==> src/rtl/gate_sweep_pkg.sv <==
// Shared definitions for the gate sweep controller: FSM encodings, reference
// truth tables and the truth-table lookup helper.
package gate_sweep_pkg;

  typedef enum logic [1:0] {
    ST_IDLE  = 2'd0,
    ST_WAIT  = 2'd1,
    ST_CHECK = 2'd2,
    ST_DONE  = 2'd3
  } state_t;

  localparam int N_IN_MAX = 4;

  localparam logic [3:0] TT_AND2 = 4'b1000;
  localparam logic [3:0] TT_OR2  = 4'b1110;
  localparam logic [3:0] TT_XOR2 = 4'b0110;

  // Truth tables are zero-padded to the widest supported gate so one helper
  // serves every N_IN.
  function automatic logic tt_expected(input logic [15:0] tt, input logic [3:0] idx);
    return tt[idx];
  endfunction

endpackage

==> src/rtl/gate_sweep_controller.sv <==
// Walks an N_IN-input gate through all input vectors, samples gate_y after a
// settle delay and scores each sample against the expected truth table.
module gate_sweep_controller
  import gate_sweep_pkg::*;
#(
  parameter int                      N_IN   = 2,
  parameter logic [(1<<N_IN)-1:0]    EXP_TT = TT_AND2,
  parameter int                      SETTLE = 1
) (
  input  logic            clk,
  input  logic            rst,
  input  logic            start,
  output logic [N_IN-1:0] gate_in,
  input  logic            gate_y,
  output logic            busy,
  output logic            done,
  output logic            pass,
  output logic [N_IN:0]   err_count,
  output logic [N_IN-1:0] first_fail_idx
);

  localparam int CNT_W = (SETTLE > 1) ? $clog2(SETTLE) : 1;
  localparam logic [CNT_W-1:0] SETTLE_LAST = CNT_W'(SETTLE - 1);
  localparam logic [N_IN-1:0]  IDX_LAST    = {N_IN{1'b1}};
  localparam logic [15:0]      TT_PAD      = 16'(EXP_TT);

  state_t            state_r;
  state_t            state_s;
  logic [N_IN-1:0]   idx_r;
  logic [CNT_W-1:0]  settle_r;
  logic [N_IN:0]     err_count_r;
  logic [N_IN-1:0]   first_fail_r;
  logic              expected_s;
  logic              mismatch_s;
  logic              settle_last_s;
  logic              idx_last_s;
  logic              busy_s;
  logic              done_s;
  logic              pass_s;

  // Compare the sampled gate output with the reference for the current vector.
  always_comb begin
    expected_s    = tt_expected(TT_PAD, 4'(idx_r));
    mismatch_s    = (gate_y != expected_s);
    settle_last_s = (settle_r == SETTLE_LAST);
    idx_last_s    = (idx_r == IDX_LAST);
  end

  // State register.
  always_ff @(posedge clk) begin
    if (rst) begin
      state_r <= ST_IDLE;
    end else begin
      state_r <= state_s;
    end
  end

  // Next-state decode; start only matters while idle or finished.
  always_comb begin
    state_s = state_r;
    case (state_r)
      ST_IDLE, ST_DONE: begin
        if (start) begin
          state_s = ST_WAIT;
        end else begin
          state_s = state_r;
        end
      end
      ST_WAIT: begin
        if (settle_last_s) begin
          state_s = ST_CHECK;
        end else begin
          state_s = ST_WAIT;
        end
      end
      ST_CHECK: begin
        if (idx_last_s) begin
          state_s = ST_DONE;
        end else begin
          state_s = ST_WAIT;
        end
      end
      default: state_s = ST_IDLE;
    endcase
  end

  // Vector index, settle counter and scoring registers.
  always_ff @(posedge clk) begin
    if (rst) begin
      idx_r        <= {N_IN{1'b0}};
      settle_r     <= {CNT_W{1'b0}};
      err_count_r  <= {(N_IN+1){1'b0}};
      first_fail_r <= {N_IN{1'b0}};
    end else begin
      case (state_r)
        ST_IDLE, ST_DONE: begin
          if (start) begin
            idx_r        <= {N_IN{1'b0}};
            settle_r     <= {CNT_W{1'b0}};
            err_count_r  <= {(N_IN+1){1'b0}};
            first_fail_r <= {N_IN{1'b0}};
          end else begin
            idx_r <= idx_r;
          end
        end
        ST_WAIT: begin
          // Saturate at the last count so the counter never needs extra width.
          if (!settle_last_s) begin
            settle_r <= settle_r + {{(CNT_W-1){1'b0}}, 1'b1};
          end else begin
            settle_r <= settle_r;
          end
        end
        ST_CHECK: begin
          if (mismatch_s) begin
            err_count_r <= err_count_r + {{N_IN{1'b0}}, 1'b1};
            if (err_count_r == {(N_IN+1){1'b0}}) begin
              first_fail_r <= idx_r;
            end else begin
              first_fail_r <= first_fail_r;
            end
          end else begin
            err_count_r <= err_count_r;
          end
          if (!idx_last_s) begin
            idx_r    <= idx_r + {{(N_IN-1){1'b0}}, 1'b1};
            settle_r <= {CNT_W{1'b0}};
          end else begin
            idx_r <= idx_r;
          end
        end
        default: begin
          idx_r <= idx_r;
        end
      endcase
    end
  end

  // Status decode from the registered state.
  always_comb begin
    busy_s = 1'b0;
    done_s = 1'b0;
    pass_s = 1'b0;
    case (state_r)
      ST_WAIT, ST_CHECK: busy_s = 1'b1;
      ST_DONE: begin
        done_s = 1'b1;
        pass_s = (err_count_r == {(N_IN+1){1'b0}});
      end
      default: begin
        busy_s = 1'b0;
      end
    endcase
  end

  assign gate_in        = idx_r;
  assign busy           = busy_s;
  assign done           = done_s;
  assign pass           = pass_s;
  assign err_count      = err_count_r;
  assign first_fail_idx = first_fail_r;

endmodule

==> config.mk <==
export PLATFORM = sky130hd
export DESIGN_NAME = gate_sweep_controller
export DESIGN_NICKNAME = d
export VERILOG_FILES = /design/src/rtl/gate_sweep_pkg.sv /design/src/rtl/gate_sweep_controller.sv
export SDC_FILE = /design/constraint.sdc
export NUM_CORES = 1
export LEC_CHECK = 0
export ABC_AREA = 1
export ABC_CLOCK_PERIOD_IN_PS = 4150
export CAP_MARGIN = 20
export CORE_AREA = 2 2 39 41
export DETAILED_ROUTE_END_ITERATION = 12
export DIE_AREA = 0 0 41 43
export PLACE_DENSITY_LB_ADDON = 0.2
export SLEW_MARGIN = 20
export SYNTH_ARGS = -nofsm -noshare
export SYNTH_HDL_FRONTEND = slang
export SYNTH_SLANG_ARGS = --single-unit
==> constraint.sdc <==
create_clock -name clk -period 4.15 [get_ports clk]
set_input_delay 0.6225 -clock clk [delete_from_list [all_inputs] [get_ports clk]]
set_output_delay 0.6225 -clock clk [all_outputs]
set_load 0.005 [all_outputs]
Word level (Yosys, flattened, before mapping)
Cells that the tools add are included.
Widths: inputs -> output; s select.
{"block": "totals", "word_cells": 49, "mem_count": 0, "input_bits": 4, "mem_bits_ro": 0, "ff_bits": 10, "mem_bits_rw": 0, "latchBits": 0, "out_inout_bits": 10}
{"block": "classes", "add_sub_neg": 3, "n_eq_ne": 9, "mux": 22, "n_div": 0, "n_bitwise": 0, "n_lt_le_gt_ge": 1, "shift": 0, "n_mul": 0, "n_reduce_logical": 9}
{"operator": "$mux 2", "count": 7}
{"operator": "$ne 2x2->1 const B", "count": 4}
{"operator": "$pmux 2 s2", "count": 2}
{"operator": "$mux 1", "count": 7}
{"operator": "$eq 2x2->1 const B", "count": 3}
{"operator": "$mux 3", "count": 2}
{"operator": "$pmux 2 s3", "count": 1}
{"operator": "$pmux 3 s2", "count": 1}
{"operator": "$reduce_and 3->1", "count": 2}
{"operator": "$lt 2x5->1 const B", "count": 1}
{"operator": "$reduce_and 4->1", "count": 1}
{"operator": "$reduce_or 2->1", "count": 2}
{"operator": "$add 3x1->3 const B", "count": 1}
{"operator": "$logic_not 3->1", "count": 1}
{"operator": "$pmux 1 s3", "count": 1}
{"operator": "$add 2x1->2 const B", "count": 1}
{"operator": "$bmux 1 s2", "count": 1}
{"operator": "$eq 2x1->1 const B", "count": 1}
{"operator": "$logic_not 2->1", "count": 1}
{"operator": "$reduce_and 2->1", "count": 1}
{"operator": "$reduce_bool 2->1", "count": 1}
{"operator": "$add 1x1->1 const B", "count": 1}
{"operator": "$ne 1x1->1", "count": 1}

Longest topological paths before layout
Gate-level depths: netlist of the first run.
{"block": "depth", "word_depth": 5, "ltp_mapped": 9}

Worst setup path after synthesis of the first run
No wires, ideal clock.
{"block": "synth_timing", "kind": "flip-flop to output port", "from": "reg state_r[0]", "to": "out busy", "path_buffers": 0, "path_stages_with_launch": 4, "required_time_ns": 3.527, "t_arrival_ns": 0.839, "path_slack_ns": 2.688, "path_cell_list": "dfxtp_1 > inv_1 > ha_1 > inv_2"}
{"block": "synth_between", "elab_chain_cells": 3, "elab_cells_between_ends": 4, "cone_classes": "eq/ne (2); mux (1); reduce/logical (1)"}
{"element": "start: declaration", "line_no": "gate_sweep_controller.sv:27", "rtl": "state_t state_r;"}
{"element": "start signal: assignment", "line_no": "gate_sweep_controller.sv:54", "rtl": "state_r <= state_s;"}
{"element": "$eq 2x2->1 / $eq 2x1->1 (equally long branches)", "line_no": "gate_sweep_controller.sv:144", "rtl": "case (state_r)"}
{"element": "$reduce_or 2->1 *", "line_no": "gate_sweep_controller.sv:144"}
{"element": "$mux 1 *", "line_no": "gate_sweep_controller.sv:144"}
{"element": "end: declaration", "line_no": "gate_sweep_controller.sv:15", "rtl": "output logic busy,"}
Mark *: on every way between the ends. The rest lies on a longest branch, timed or not.

Worst setup path in the final report of the first run
Same ends and word-level chain as after synthesis.

==> reports/metrics.csv, run 1 <==
metric,value,unit
status,"finished, final reports clean",
dp_hpwl,830.1,um
ys.flop_type,dfxtp_1,
antenna_left,0,
yosysTopAreaCellShare,30.77,%
min_period_over_period,54.79,%
reg2reg_depth,6,
viasPerCell,4.538,
ys_types,16,
ys_ff_latch,9,
vias,540,
grt_pass1_wl,1925,um
total_leakage_power,0.3727,nW
grt_pass1_vias,488,
syn2layout_area_growth,28.85,%
ctsHoldBuffers,0,
num_antenna_cells,0,
holdPathEnd,err_count[2],
cts_resized,0,
crit_required,3.53,ns
die_area,1763,um2
synth_edf_count,0,
clock-sinks,9,
power,0.2740,mW
row_count,14,
groute.usage.overall,16.38,%
cp.arrival,1.65,ns
htree_levels,1,
hold_viol,0,
coreArea,1384,um2
antenna_found_initial,0,
cts_tree,yes,
slew_headroom,77.19,%
portBuffers,13,
setup_tns,0,ns
cts_buffer_depth,2,
yosysMostFrequentCell,inv_1,
max-vdd-ir-drop,0.1795,mV
power_density,363.1,nW/um2
syn_avg_cell_area,6.731,um2
maxCapViolCount,0,
cts_setup_buffers,0,
reg2reg_from,state_r[0],
syn_area,585.6,um2
utilization,54.52,%
setup_viol,0,
r2r-end,err_count[0],
wire_per_inst,8.756,um
cts_root_buf,clkbuf_4,
worstSkewPairLatency,0.27,ns
drive_above_1_share,8.738,%
ys_warn_count,0,
fp.dieW,41,um
final_area,754.5,um2
hp-start,err_count[2],
post-route-min-period,2.274,ns
clock_skew,0.002689,ns
async_reset_ff_share,0,%
cts.reportedPaths.clkPinSlew,0.06,ns
yosysTopAreaCell,dfxtp_1,
wl,1042,um
yosysSeqAreaShare,30.77,%
tightest_slew,0.3421,ns
ios,14,
gp_congestion,0.7536,
drc_errors,0,
multi_input_area,315.3,um2
nNetsFinal,114,
crit_start,state_r[0],
reg2reg_slack,2.68,ns
placed_cell_area,728.2,um2
start_kind,flop,
synth.top_cells.by_area,"dfxtp_1, inv_1, ha_1",
overflow,0,
initial_core_util,42.31,%
first_pass_iters,2,
fillers,144,
die_y,43,um
min_path_type,flop to flop,
max_freq,439.8,MHz
drtIter0Drc,15,
critPathCaptureType,output pin,
syn_nets,97,
cts_buffers,3,
timing.hold.ws,0.4819,ns
grt_max_degree,11,
syn-instance-count,87,
hold_depth,2,
ff_latch_area,180.2,um2
yosys-top-cells-count,"inv_1, nand2_1, nor2_1",
crit_fanout,4,
slew_violations,0,
worstSetupPathType,flop to output pin,
rsz0062_at_grt,no,
[metrics by stage]
| stage | instances | worst slack (ns) |
|---|---|---|
| detailed placement | 115 | 2.148 |
| floorplan | 87 | 2.688 |
| finish | 119 | 1.876 |
| global placement | 115 | 2.181 |
| global route | 119 | 1.770 |
| CTS | 119 | 1.850 |
[layer usage]
layer	global-route usage, %	routed length [um]	vias up
met5	0	0	-
met4	8.000	25	0
met3	7.853	64	5
met2	23.13	469	12
met1	20.00	482	227
li1	-	-	296
[worst max path at each step]
| stage | slack (ns) | endpoint | depth (start not counted) |
|---|---|---|---|
| floorplan | 2.69 | busy | 3 |
| global placement | 2.18 | busy | 4 |
| detailed placement | 2.15 | busy | 4 |
| CTS | 1.85 | busy | 4 |
| global route | 1.77 | busy | 4 |
| finish | 1.88 | busy | 4 |
[kinds of logic after synthesis]
family	synth area share (%)
flops	30.77
fa+ha+maj	12.82
buf+inv	15.39
simple gates	30.98
compound gates	10.04
[report_power, final]
part	internal, mW	switching, mW	total (mW)
clock network	0.0372	0.0327	0.0699
logic	0.0476	0.0491	0.0967
registers	0.0978	0.00969	0.107
total	0.183	0.0915	0.274
[final cells by class]
type                            count  share of cell area [%]
Timing Repair Buffer               13                   17.25
Inverter                           22                   10.95
Clock buffer                        4                   3.483
Sequential cell                     9                   23.88
Tap cell                           16                   2.653
Multi-Input combinational cell     55                   41.79
[cells in the final DEF (no fill, tap or decap)]
cell type	netlist	layout
inv_1	21	21
a21oi_1	4	4
clkbuf_1	0	1
nand3_1	4	4
dfxtp_1	9	9
nor2_1	10	10
ha_1	6	6
nand4_1	2	2
a21oi_4	1	1
inv_2	1	1
nand2_2	1	1
clkbuf_4	0	3
nor3_2	1	1
nand3_2	2	2
o21a_1	1	1
nand2_1	20	20
clkdlybuf4s50_1	0	13
o21ai_0	3	3
[critical path: stages, from the launching register on]
cell	delay, ns
dfxtp_1	0.36
inv_1	0.06
ha_1	0.37
inv_2	0.10
clkdlybuf4s50_1	0.49
[registers in the layout, indices dropped and copies added (netlist names)]
| register | cells |
|---|---|
| err_count | 3 |
| first_fail_idx | 2 |
| gate_in | 2 |
| state_r | 2 |
Note: power is estimated with default switching activity, not from simulation.
==> run 2, diff against run 1 <==
ABC_CLOCK_PERIOD_IN_PS = 2350   (was 4150)
clock period = 2.35 ns   (was 4.15 ns; I/O delays follow)
==> results of run 2 <==
The final DEF is identical to that of run 1. Status: finished, final reports clean.
Among the figures that moved: setup slack after placement 2.148 ns -> 0.6185 ns; setup slack after layout 1.876 ns -> 0.3463 ns; register-to-register setup slack 2.68 ns -> 0.88 ns; total power 0.2740 mW -> 0.4838 mW; worst IR drop on VDD 0.1795 mV -> 0.3171 mV
==> run 3, diff against run 2 <==
PLACE_DENSITY = 0.72   (was default)
PLACE_DENSITY_LB_ADDON = default   (was 0.2)
==> run 3 against run 2 <==
  * Power grew 2.4%
  * Routed wire length increased by 12%
  * Setup slack worse by 0.045 ns
  * Core utilization rose by 0.090 points
  * Count of clock-buffer cells in the layout decreased by 1
  * Global-route usage up 1.4 points
  * Clock skew grew 0.0046 ns
  * Critical path depth unchanged
==> reports/metrics.csv, run 3 (synthesis results as in run 1) <==
metric,value,unit,change
placed_cell_area,728.2,um2,unchanged
crit_fanout,4,,unchanged
cp.arrival,1.70,ns,+0.05 ns
die_y,43,um,unchanged
overflow,0,,unchanged
syn2layout_area_growth,29.06,%,
pwr-share-seq,38.4,%,-0.8 points
worstSkewPairLatency,0.28,ns,about the same
viasPerCell,4.773,,+5.2%
hold_depth,2,,unchanged
reg2reg_from,state_r[0],,
total_leakage_power,0.3754,nW,+0.73%
status,"finished, final reports clean",,
largest_reg_flops,3,,unchanged
power,0.4956,mW,
ctsHoldBuffers,0,,unchanged
gp_congestion,0.7601,,+0.86%
num_antenna_cells,0,,unchanged
row_count,14,,unchanged
grt_max_degree,11,,unchanged
vias,568,,+5.2%
cts_setup_buffers,0,,unchanged
cts_buffers,3,,unchanged
nNetsFinal,114,,unchanged
coreArea,1384,um2,unchanged
portBuffers,13,,unchanged
switching_share,35.44,%,
fp.dieW,41,um,unchanged
tightest_slew,0.3507,ns,+0.008518 ns
cts_buffer_depth,2,,unchanged
antenna_left,0,,unchanged
switching_power,0.1757,mW,
worstSetupPathType,flop to output pin,,
post-route-min-period,2.049,ns,
cts_tree,yes,,
combPwrFrac,35.0,%,-0.3 points
reg2reg_slack,0.83,ns,
p_clk_share,26.6,%,+1.1 points
power_density,655.8,nW/um2,
r2r-end,err_count[0],,
wire_per_inst,9.840,um,+12%
hold_viol,0,,unchanged
wl,1171,um,+12%
setup_tns,0,ns,unchanged
grt_pass1_vias,533,,+9.2%
hp-start,err_count[2],,
maxCapViolCount,0,,unchanged
grt_pass1_wl,2090,um,+8.6%
holdPathEnd,err_count[2],,
p_int,0.3200,mW,
cts_resized,0,,unchanged
cts_root_buf,clkbuf_4,,
max_freq,488.1,MHz,
layout_common_cells,"inv_1, nand2_1, clkdlybuf4s50_1, nor2_1, dfxtp_1",,
critPathCaptureType,output pin,,
clock_skew,0.007255,ns,+0.004566 ns
dp_slack,0.6037,ns,
layout_commonest_cell,inv_1,,
first_pass_iters,4,,+2
min_period_over_period,87.18,%,
final_area,755.7,um2,+0.17%
setup_viol,0,,unchanged
min_path_type,flop to flop,,
start_kind,flop,,
groute.usage.overall,17.76,%,+1.4 points
crit_required,2.00,ns,
drive_above_1_share,9.709,%,+0.97 points
rsz0062_at_grt,no,,
htree_levels,1,,unchanged
drc_errors,0,,unchanged
reg2reg_depth,6,,unchanged
setup_ws,0.3012,ns,
clock-sinks,9,,unchanged
ios,14,,unchanged
antenna_found_initial,0,,unchanged
cts.reportedPaths.clkPinSlew,0.08,ns,+0.02 ns
drtIter0Drc,9,,-6
slew_violations,0,,unchanged
dp_hpwl,920.4,um,+11%
die_area,1763,um2,unchanged
max-vdd-ir-drop,0.3002,mV,
initial_core_util,42.31,%,unchanged
slew_headroom,76.62,%,-0.57 points
crit_start,state_r[0],,
==> run 3: per-layer routing <==
metal	vias up	part of all wire, %	global-route usage (%)
met5	-	0	0
met4	0	2.0	10.00
met3	4	5.4	3.665
met2	16	51	29.06
met1	252	41	19.93
li1	296	-	-
==> run 3: final cells by class <==
| class | instances | area (um2) |
|---|---|---|
| well taps | 16 | 20.02 |
| inverters | 22 | 82.58 |
| flip-flops and latches | 9 | 180.2 |
| multi-input cells | 55 | 315.3 |
| clock inverters | 1 | 5.005 |
| repair buffers | 13 | 130.1 |
| clock buffers | 3 | 22.52 |
| fillers | 146 | 628.1 |
==> run 3: power groups by stage <==
| stage | clock, mW | combinational, mW | sequential (mW) |
|---|---|---|---|
| after floorplan | 0 | 0.109 | 0.192 |
| after global placement | 0 | 0.170 | 0.193 |
| after detailed placement | 0 | 0.174 | 0.194 |
| after CTS | 0.133 | 0.175 | 0.191 |
| after global routing | 0.136 | 0.200 | 0.195 |
| final | 0.132 | 0.174 | 0.190 |
==> run 3: stage by stage <==
step	hold WS, ns	instances	util [%]
after CTS	0.4997	119	54.61
after global placement	0.4699	115	52.62
after floorplan	0.4216	87	-
after global routing	0.5180	119	54.61
final	0.4964	119	54.61
after detailed placement	0.4885	115	52.62
==> run 3: critical path, cell delays in order, from the launching register on <==
cell and delay [ns]:
dfxtp_1 0.38, inv_1 0.07, ha_1 0.37, inv_2 0.10, clkdlybuf4s50_1 0.49
==> run 3: how the worst max path moves through the flow <==
stage / to / slack, ns
5_1_grt: busy / 0.23
3_5_place_dp: busy / 0.60
4_1_cts: busy / 0.29
3_3_place_gp: busy / 0.65
2_1_floorplan: err_count[1] / 0.99
6_report: busy / 0.30
==> RTL change, RTL diff (config.mk and constraints of run 2) <==
Put a register stage on the outputs `busy`, `done` and `pass`. The values now appear one clock later. The other outputs are not delayed to match.
--- a/src/rtl/gate_sweep_controller.sv
+++ b/src/rtl/gate_sweep_controller.sv
@@ -154,9 +154,11 @@
   end
 
   assign gate_in        = idx_r;
-  assign busy           = busy_s;
-  assign done           = done_s;
-  assign pass           = pass_s;
+  always_ff @(posedge clk) begin
+    busy <= busy_s;
+    done <= done_s;
+    pass <= pass_s;
+  end
   assign err_count      = err_count_r;
   assign first_fail_idx = first_fail_r;
 
Formal check against the unedited RTL: not equivalent (a bounded check fails within 4 cycles, from zero or initial values and one cycle with rst high).
==> RTL change against run 2 <==
  * Wire length increased by 6.4%
  * Die area unchanged
  * Largest power group unchanged
  * Register-to-register slack improved by 50 ps
  * Sequential cell count increased by 3
  * Total power increased by 24%
  * Worst setup slack improved by 440 ps
  * Area after synthesis increased by 13%
  * Design area increased by 11%
  * Clock power increased by 39%
==> RTL change: results (changes against run 2) <==
Placed design
  – Placed inst area: 803 um2 (+10%)
  – Worst slack, placed: 878 ps (+260 ps)
  – DP Wirelength: 852 um (+2.7%)
  – Gpl congestion: 0.767 (+1.8%)

Synth
  – Fraction of registers with async set/reset: 0% (unchanged)
  – Count of cell types in the netlist: 19 (+3)
  – Post-Syn Nets: 98 (+1.0%)
  – Post-synth top cells: 21 x nand2_1, 17 x inv_1, 12 x dfxtp_1
  – Yosys synthesis warning count: 0 (unchanged)
  – Share of the yosys chip area belonging to registers: 36.4% (+5.6 points)
  – Gate Count Post-Synth: 88 (+1.1%)
  – Top cells by area in the synthesized netlist: dfxtp_1 36%, nand2_1 12%, ha_1 11%

Layout
  – Fin nets: 115 (+0.88%)
  – Share of post-route cells with drive strength above 1: 13.5% (+4.7 points)
  – N_diodes: 0 (unchanged)

Setup path
  – Critical path's largest stage delay: 530 ps (+40 ps)
  – Crit path DAT: 1210 ps (-440 ps)
  – Crit Path Max Fanout: 4 (unchanged)

Clock network
  – Clock Pin Slew Worst Setup and Hold Paths: 80 ps (+20 ps)
  – Max Buffers Root-to-Sink: 2 (unchanged)
  – PostCTS Resize Cnt: 0 (unchanged)
  – H-Tree Depth: 1 (unchanged)

Routing
  – Vias per cell: 4.54 (about the same)
  – Via count: 545 (+0.93%)
  – Drt total wl: 1.11 mm (+6.4%)
  – Initial drt markers: 3 (-12)
  – First-pass detailed-route iteration total: 4 (+2)

Timing
  – Clock skew: 8.63 ps (+5.94 ps)
  – Measured slew at the worst slew-check pin: 364 ps (+22.1 ps)

Power
  – Worst IR Drop VDD: 0.000365 V (+15%)
  – Leak Pwr: 0.000408 uW (+9.4%)

GRT
  – First-pass GRT wire length: 1.79 mm (-7.2%)
  – Vias in the first global route: 461 (-5.5%)
  – Total track usage: 15.2% (-1.2 points)

Run status
  – Status: completed
## RTL change: cell types whose count changed in the layout (fill, tap and decap cells not counted), moves of 2 or more
cell / delta
o21ai_1: +2
inv_1: -4
a21oi_1: +2
inv_2: +2
dfxtp_1: +3
nand3_1: -3
o21ai_0: -3
## RTL change: worst paths after layout
kind / start / to / slack (ps) / depth (start not counted)
worst max register to register: state_r[0] / err_count[2] / 930 / 8
worst min register to register: first_fail_idx[0] / first_fail_idx[0] / 510 / 4
worst max-delay path: gate_in[1] / gate_in[1] / 790 / 1
worst min-delay path: first_fail_idx[0] / first_fail_idx[0] / 510 / 4
## RTL change: area by class of cell
class,count,area (um2)
Fill cell,132,544
Multi-Input combinational cell,55,338
Sequential cell,12,240
Timing Repair Buffer,13,130
Inverter,20,75.1
Clock buffer,4,36.3
Tap cell,16,20.0
## RTL change: cell families after synthesis
family	after synthesis	synth area share [%]
buffers and inverters	21	12.5
AOI/OAI and AO/OA	9	7.20
DFF	12	36.4
and+or+nand+nor	40	32.6
adders and majority gates	6	11.4
## RTL change: layer usage
layer / up-vias / global-route usage [%] / share of wire [%]
li1: 299 / - / -
met1: 230 / 19.2 / 50
met2: 12 / 21.3 / 41
met3: 4 / 4.71 / 5.8
met4: 0 / 10.0 / 2.5
met5: - / 0 / 0
## RTL change: power by group
group	leakage, uW	total (uW)	internal (uW)	switching [uW]
combinational	0.000288	185	90.0	95.1
clock	0.0000210	171	94.4	77.0
sequential	0.0000984	245	228	16.9
total	0.000408	601	412	189
